File: src/rtl/dsp_filt_pkg.sv
// Shared constants and types for the decimating matched filter.
// Holds the symmetric coefficient half-table and the output scaling helper.
package dsp_filt_pkg;

  localparam int SAMPLE_W  = 18;
  localparam int COEF_W    = 18;
  localparam int ACC_W     = 40;
  localparam int PROD_W    = SAMPLE_W + COEF_W;
  localparam int OUT_SHIFT = 17;
  localparam int NUM_COEF  = 11;

  typedef logic signed [SAMPLE_W-1:0] sample_t;
  typedef logic signed [COEF_W-1:0]   coef_t;
  typedef logic signed [ACC_W-1:0]    acc_t;

  typedef enum logic [1:0] {
    ST_IDLE,
    ST_MAC,
    ST_OUT
  } state_t;

  // b[0..10] in 0s18; b[10] is the centre tap, b[k] pairs taps k and 20-k.
  localparam coef_t COEFS [NUM_COEF] = '{
    18'sd4094,   18'sd5900,   18'sd3326,  -18'sd3449,
   -18'sd10679, -18'sd12462, -18'sd4029,   18'sd14915,
    18'sd38991,  18'sd59143,  18'sd66990
  };

  localparam acc_t Y_MAX = 40'sd131071;
  localparam acc_t Y_MIN = -40'sd131072;

  // Floor-scale the accumulator back to 1s17 and clip to the sample range.
  function automatic sample_t scale_sat(input acc_t a);
    acc_t s;
    s = a >>> OUT_SHIFT;
    if (s > Y_MAX)      return sample_t'(Y_MAX);
    else if (s < Y_MIN) return sample_t'(Y_MIN);
    else                return sample_t'(s);
  endfunction

endpackage

File: src/rtl/folded_mac.sv
// Folded multiply-accumulate: (x_a + x_b) * coef summed into a 40-bit accumulator.
// One multiplier, shared across all tap pairs by the caller's sequencing.
module folded_mac
  import dsp_filt_pkg::*;
(
  input  logic    clk,
  input  logic    reset,
  input  logic    en,
  input  logic    clr,
  input  sample_t x_a,
  input  sample_t x_b,
  input  coef_t   coef,
  output acc_t    acc
);

  sample_t                    fold;
  logic signed [PROD_W-1:0]   prod;

  // Both operands are halved samples, so the 18-bit pair sum cannot wrap.
  assign fold = x_a + x_b;
  assign prod = PROD_W'(fold) * PROD_W'(coef);

  // NOTE: state updates use <= so every flop samples pre-edge values, avoiding sim/synth races.
  always_ff @(posedge clk or negedge reset) begin
    if (!reset) begin
      acc <= '0;
    end else if (en) begin
      acc <= clr ? ACC_W'(prod) : acc + ACC_W'(prod);
    end
  end

endmodule

File: src/rtl/decim_matched_filt.sv
// Decimating symmetric FIR: collects DECIM samples, then runs a serial folded MAC
// over the delay line and presents one saturated output sample.
module decim_matched_filt
  import dsp_filt_pkg::*;
#(
  parameter int DECIM = 4,
  parameter int NTAPS = 21
) (
  input  logic                       clk,
  input  logic                       reset,
  input  logic signed [SAMPLE_W-1:0] x_in,
  input  logic                       x_valid,
  output logic signed [SAMPLE_W-1:0] y,
  output logic                       y_valid,
  output logic                       busy,
  output logic                       overrun
);

  localparam int HALF  = (NTAPS - 1) / 2;
  localparam int KW    = $clog2(HALF + 1);
  localparam int IDX_W = $clog2(NTAPS);
  localparam int PH_W  = (DECIM > 1) ? $clog2(DECIM) : 1;
  localparam logic [PH_W-1:0] PH_LAST = PH_W'(DECIM - 1);
  localparam logic [KW-1:0]   K_LAST  = KW'(HALF);

  sample_t           dline [NTAPS];
  sample_t           halved;
  logic [PH_W-1:0]   phase;
  state_t            state;
  logic [KW-1:0]     k;
  logic              accept;
  logic              drop;
  logic [IDX_W-1:0]  idx_a;
  logic [IDX_W-1:0]  idx_b;
  sample_t           mac_a;
  sample_t           mac_b;
  logic              mac_en;
  logic              mac_clr;
  acc_t              acc;

  // Arithmetic halve to 2s16 gives the fold adder one bit of headroom.
  assign halved = x_in >>> 1;
  assign accept = x_valid & ~busy;
  assign drop   = x_valid &  busy;

  // NOTE: the delay line is a register bank, not RAM, so it is cleared element by element on reset.
  always_ff @(posedge clk or negedge reset) begin
    if (!reset) begin
      for (int i = 0; i < NTAPS; i++) dline[i] <= '0;
    end else if (accept) begin
      dline[0] <= halved;
      for (int i = 1; i < NTAPS; i++) dline[i] <= dline[i-1];
    end
  end

  // NOTE: every output is assigned on every path through this block, so no latch is inferred.
  always_comb begin
    idx_a = IDX_W'(k);
    idx_b = IDX_W'(NTAPS - 1) - IDX_W'(k);
    mac_a = dline[idx_a];
    mac_b = (k == K_LAST) ? '0 : dline[idx_b];
  end

  assign mac_en  = (state == ST_MAC);
  assign mac_clr = (k == '0);

  always_ff @(posedge clk or negedge reset) begin
    if (!reset) begin
      state   <= ST_IDLE;
      k       <= '0;
      phase   <= '0;
      busy    <= 1'b0;
      y_valid <= 1'b0;
      y       <= '0;
      overrun <= 1'b0;
    end else begin
      y_valid <= 1'b0;
      if (drop) overrun <= 1'b1;
      if (accept) phase <= (phase == PH_LAST) ? '0 : phase + 1'b1;

      case (state)
        ST_IDLE: begin
          if (accept && phase == PH_LAST) begin
            state <= ST_MAC;
            k     <= '0;
            busy  <= 1'b1;
          end
        end
        ST_MAC: begin
          if (k == K_LAST) state <= ST_OUT;
          else             k     <= k + 1'b1;
        end
        ST_OUT: begin
          y       <= scale_sat(acc);
          y_valid <= 1'b1;
          busy    <= 1'b0;
          state   <= ST_IDLE;
        end
        default: state <= ST_IDLE;
      endcase
    end
  end

  folded_mac u_mac (
    .clk   (clk),
    .reset (reset),
    .en    (mac_en),
    .clr   (mac_clr),
    .x_a   (mac_a),
    .x_b   (mac_b),
    .coef  (COEFS[k]),
    .acc   (acc)
  );

endmodule

File: config.mk
export PLATFORM = sky130hd
export DESIGN_NAME = decim_matched_filt
export DESIGN_NICKNAME = d
export VERILOG_FILES = /design/src/rtl/dsp_filt_pkg.sv /design/src/rtl/folded_mac.sv /design/src/rtl/decim_matched_filt.sv
export SDC_FILE = /design/constraint.sdc
export NUM_CORES = 2
export LEC_CHECK = 0
export BUFFER_PORTS_ARGS = -buffer_cell sky130_fd_sc_hd__buf_4
export CAP_MARGIN = 10
export CORE_MARGIN = 2
export CORE_UTILIZATION = 35
export DETAILED_ROUTE_END_ITERATION = 10
export PLACE_DENSITY = 0.59
export SYNTH_ARGS = -nofsm -noshare
export SYNTH_HDL_FRONTEND = slang
export SYNTH_SLANG_ARGS = --single-unit
File: constraint.sdc
create_clock -name clk -period 13.84 [get_ports clk]
set_input_delay 1.384 -clock clk [delete_from_list [all_inputs] [get_ports clk]]
set_output_delay 1.384 -clock clk [all_outputs]
set_load 0.02 [all_outputs]
==> run summary <==
EDFF count, synth - 0
Post-Synthesis Cell Area - 36800 µm²
Clock buffer count from CTS - 50
Crit path capture type - register
Req. time, crit path - 14.30 ns
Critical Path AT - 13.56 ns
Crit-path leading delay family - compound AO/OA/AOI/OAI gates
Die area - 108000 µm²
Non-filler cells, final - 5562
Met1 Wirelength - 45600 µm
FF-to-FF setup slack - 0.74 ns
Max Root-Sink Buffers - 3
Initial antenna violation count - 0
Synth area leaders - dfrtp_1 29%, fa_1 18%, nand2_1 14%, mux4_2 8.4%, ha_1 5.5%
Min Tclk post-route - 13.10 ns
Detailed placement HPWL - 68100 µm
Tot GR Track Use - 18.2%
Area grow syn2layout - 10.3%
Wire per inst - 17.6 µm
Clock Skew - 0.0710 ns
DR pass1 iterations - 6
Chip height - 328 µm
Final Util - 39.0%
Die span in x - 328 µm
Startpoint types - register
Hold depth - 1
CP Buf/Inv Count - 6
Hold Slack - 0.454 ns
Post-Synthesis Cells - 4187
Fmax - 76.3 MHz
Critical path type - reg2reg
Nets - 4652
Synth warn - 0
CP peak stage delay - 0.56 ns
Clk sinks - 426
Routed met2 length - 43800 µm
Top Layer Used - met4
Most frequent cell on the critical path - o21ai_0
Top-area cell type share of the netlist area - 29.0%
Starting Density - 35.4%
H-tree depth - 2
DRT iter0 DRCs - 2138
Fin. Hold Viols - 0
Slew headroom - 17.9%
Antenna Cells - 0
First-pass GRT wire length - 158000 µm
Top Ports - 42
Area leader, netlist - dfrtp_1
Post-synthesis async set-or-reset flop share - 100%
Routed Wire Length - 97600 µm
Max Fanout on Critical Path - 19
Vias per cell - 5.15
CTS tree - built
Reg2reg start - k[0]
Total global routing overflow - 0
Port-buffer cells - 40
Final setup viols - 0
Hold_sp - overrun
Core ar. - 104000 µm²
Fin crit share - 94.7%
Syn_area_per_cell - 8.79 µm²
RSZ-0062 raised after global routing - false
Syn Nets - 4694
Post-route ant nets - 0
Commonest cells post-synth - 1373 x nand2_1, 426 x dfrtp_1, 406 x inv_1, 323 x fa_1, 269 x nor2_1
Share of cells above drive strength 1 - 9.61%
Clock transition at path regs - 0.06 ns
Final setup TNS - 0 ns
# DRC - 0
Min-delay worst type - reg2reg
Largest net degree at the start of global routing - 187
Status - finished clean
Site Rows - 118
GPL Wtd Cong - 0.911
Clk_lat worst skew - 0.64 ns
Number of synthesized register bits - 426
Synth cell types - 78
Vias in the first global route - 28300
Most frequent cell after synthesis - nand2_1
Metal3 WL - 5480 µm
Max_cap viols - 0
Via count - 28600
Clk root buf - clkbuf_16
Worst Hold End - overrun
Placed instance count - 5469
Slowest stage cell, crit path - fa_1
Max-slew violations - 0
Filler instances - 10500
Reg2Reg Capture Point - u_mac.acc[38]
Top FF cell, synth - dfrtp_1
Register area share after synthesis - 29.0%
Worst-Margin Slew - 1.22 ns
Cells on worst reg2reg path - 47
## logic make-up after synthesis
family | Yosys count | synth area share [%]
AO/OA/AOI/OAI | 487 | 8.66
XOR/XNOR | 104 | 2.48
adder cells (fa/ha/maj) | 486 | 23.1
buffers and inverters | 635 | 6.55
flip-flops | 426 | 29.0
multiplexers | 206 | 10.3
AND/OR/NAND/NOR | 1843 | 19.9
## worst register-to-register path: cells and delay by family, from the launching register on
family | cells | cell delay [ns]
and+or+nand+nor | 7 | 0.98
DFF | 1 | 0.54
muxes | 3 | 1.01
AOI/OAI and AO/OA | 20 | 5.14
xor gates and xnor gates | 1 | 0.11
adders and majority gates | 10 | 4.38
buffers and inverters | 6 | 0.76
## state kept, by name (all words and copies together), names as in the netlist
signal,cells
overrun,1
busy,1
dline,357
u_mac.acc,40
y,18
y_valid,1
phase,2
state,2
k,4
## layout make-up
| type | count | area (µm²) | area share, % |
|---|---|---|---|
| clock inverters | 21 | 310 | 0.765 |
| flip-flops and latches | 426 | 10700 | 26.3 |
| well taps | 1380 | 1730 | 4.26 |
| clock buffers | 68 | 1400 | 3.45 |
| multi-input cells | 3126 | 23800 | 58.7 |
| repair buffers | 134 | 1110 | 2.74 |
| inverters | 407 | 1530 | 3.77 |
## cell usage in the layout, fill, tap and decap left out, types with 8 or more instances in the layout
cell	synthesis	routed
a211oi_1	10	9
a21o_1	38	38
a21oi_1	129	127
a221oi_1	16	16
a22oi_1	31	31
a31oi_1	27	27
and2_1	15	15
and3_1	10	9
buf_4	1	125
clkbuf_1	192	10
clkbuf_16	0	51
clkbuf_8	0	8
clkinv_2	0	8
dfrtp_1	426	423
fa_1	323	323
ha_1	163	162
inv_1	406	406
mux2i_1	65	65
mux4_2	137	137
nand2_1	1373	1373
nand2b_1	14	12
nand3_1	55	55
nand4_1	20	20
nor2_1	269	268
nor2b_1	15	13
nor3_1	34	33
o211ai_1	14	14
o21a_1	12	12
o21ai_0	106	105
o21bai_1	8	8
o22ai_1	8	8
o31ai_1	15	15
or2_2	10	10
or3_1	11	10
xnor2_1	77	75
xor2_1	27	25
## metal layers
layer / GRT usage (%) / vias to the layer above
met5: 0 / -
met4: 5.23 / 0
met3: 2.47 / 156
met2: 28.3 / 743
met1: 26.5 / 14200
li1: - / 13500
## metrics by stage
stage | area [µm²] | setup slack [ns]
after floorplan | 36800 | 0.00171
after global placement | 38700 | 0.486
after detailed placement | 38700 | 0.357
after CTS | 40500 | 0.288
after global routing | 40600 | 0.00976
final | 40600 | 0.740
## what timing repair did
action,4_1_cts,5_1_grt
setup endpoints to repair,0,13
hold buffers,0,0
resized for setup,0,12
buffers inserted,0,2
## how the worst max path moves through the flow
stage / cells after the start / endpoint / start
after global placement: 43 / u_mac.acc[38] / k[0]
after CTS: 44 / u_mac.acc[39] / k[0]
after global routing: 47 / u_mac.acc[38] / k[0]
final: 47 / u_mac.acc[38] / k[0]
after detailed placement: 44 / u_mac.acc[39] / k[0]
after floorplan: 56 / u_mac.acc[38] / k[0]
Power is left out: the tool's default activity adds up to more than one toggle a clock period on the data nets, which glitch-free logic cannot reach.
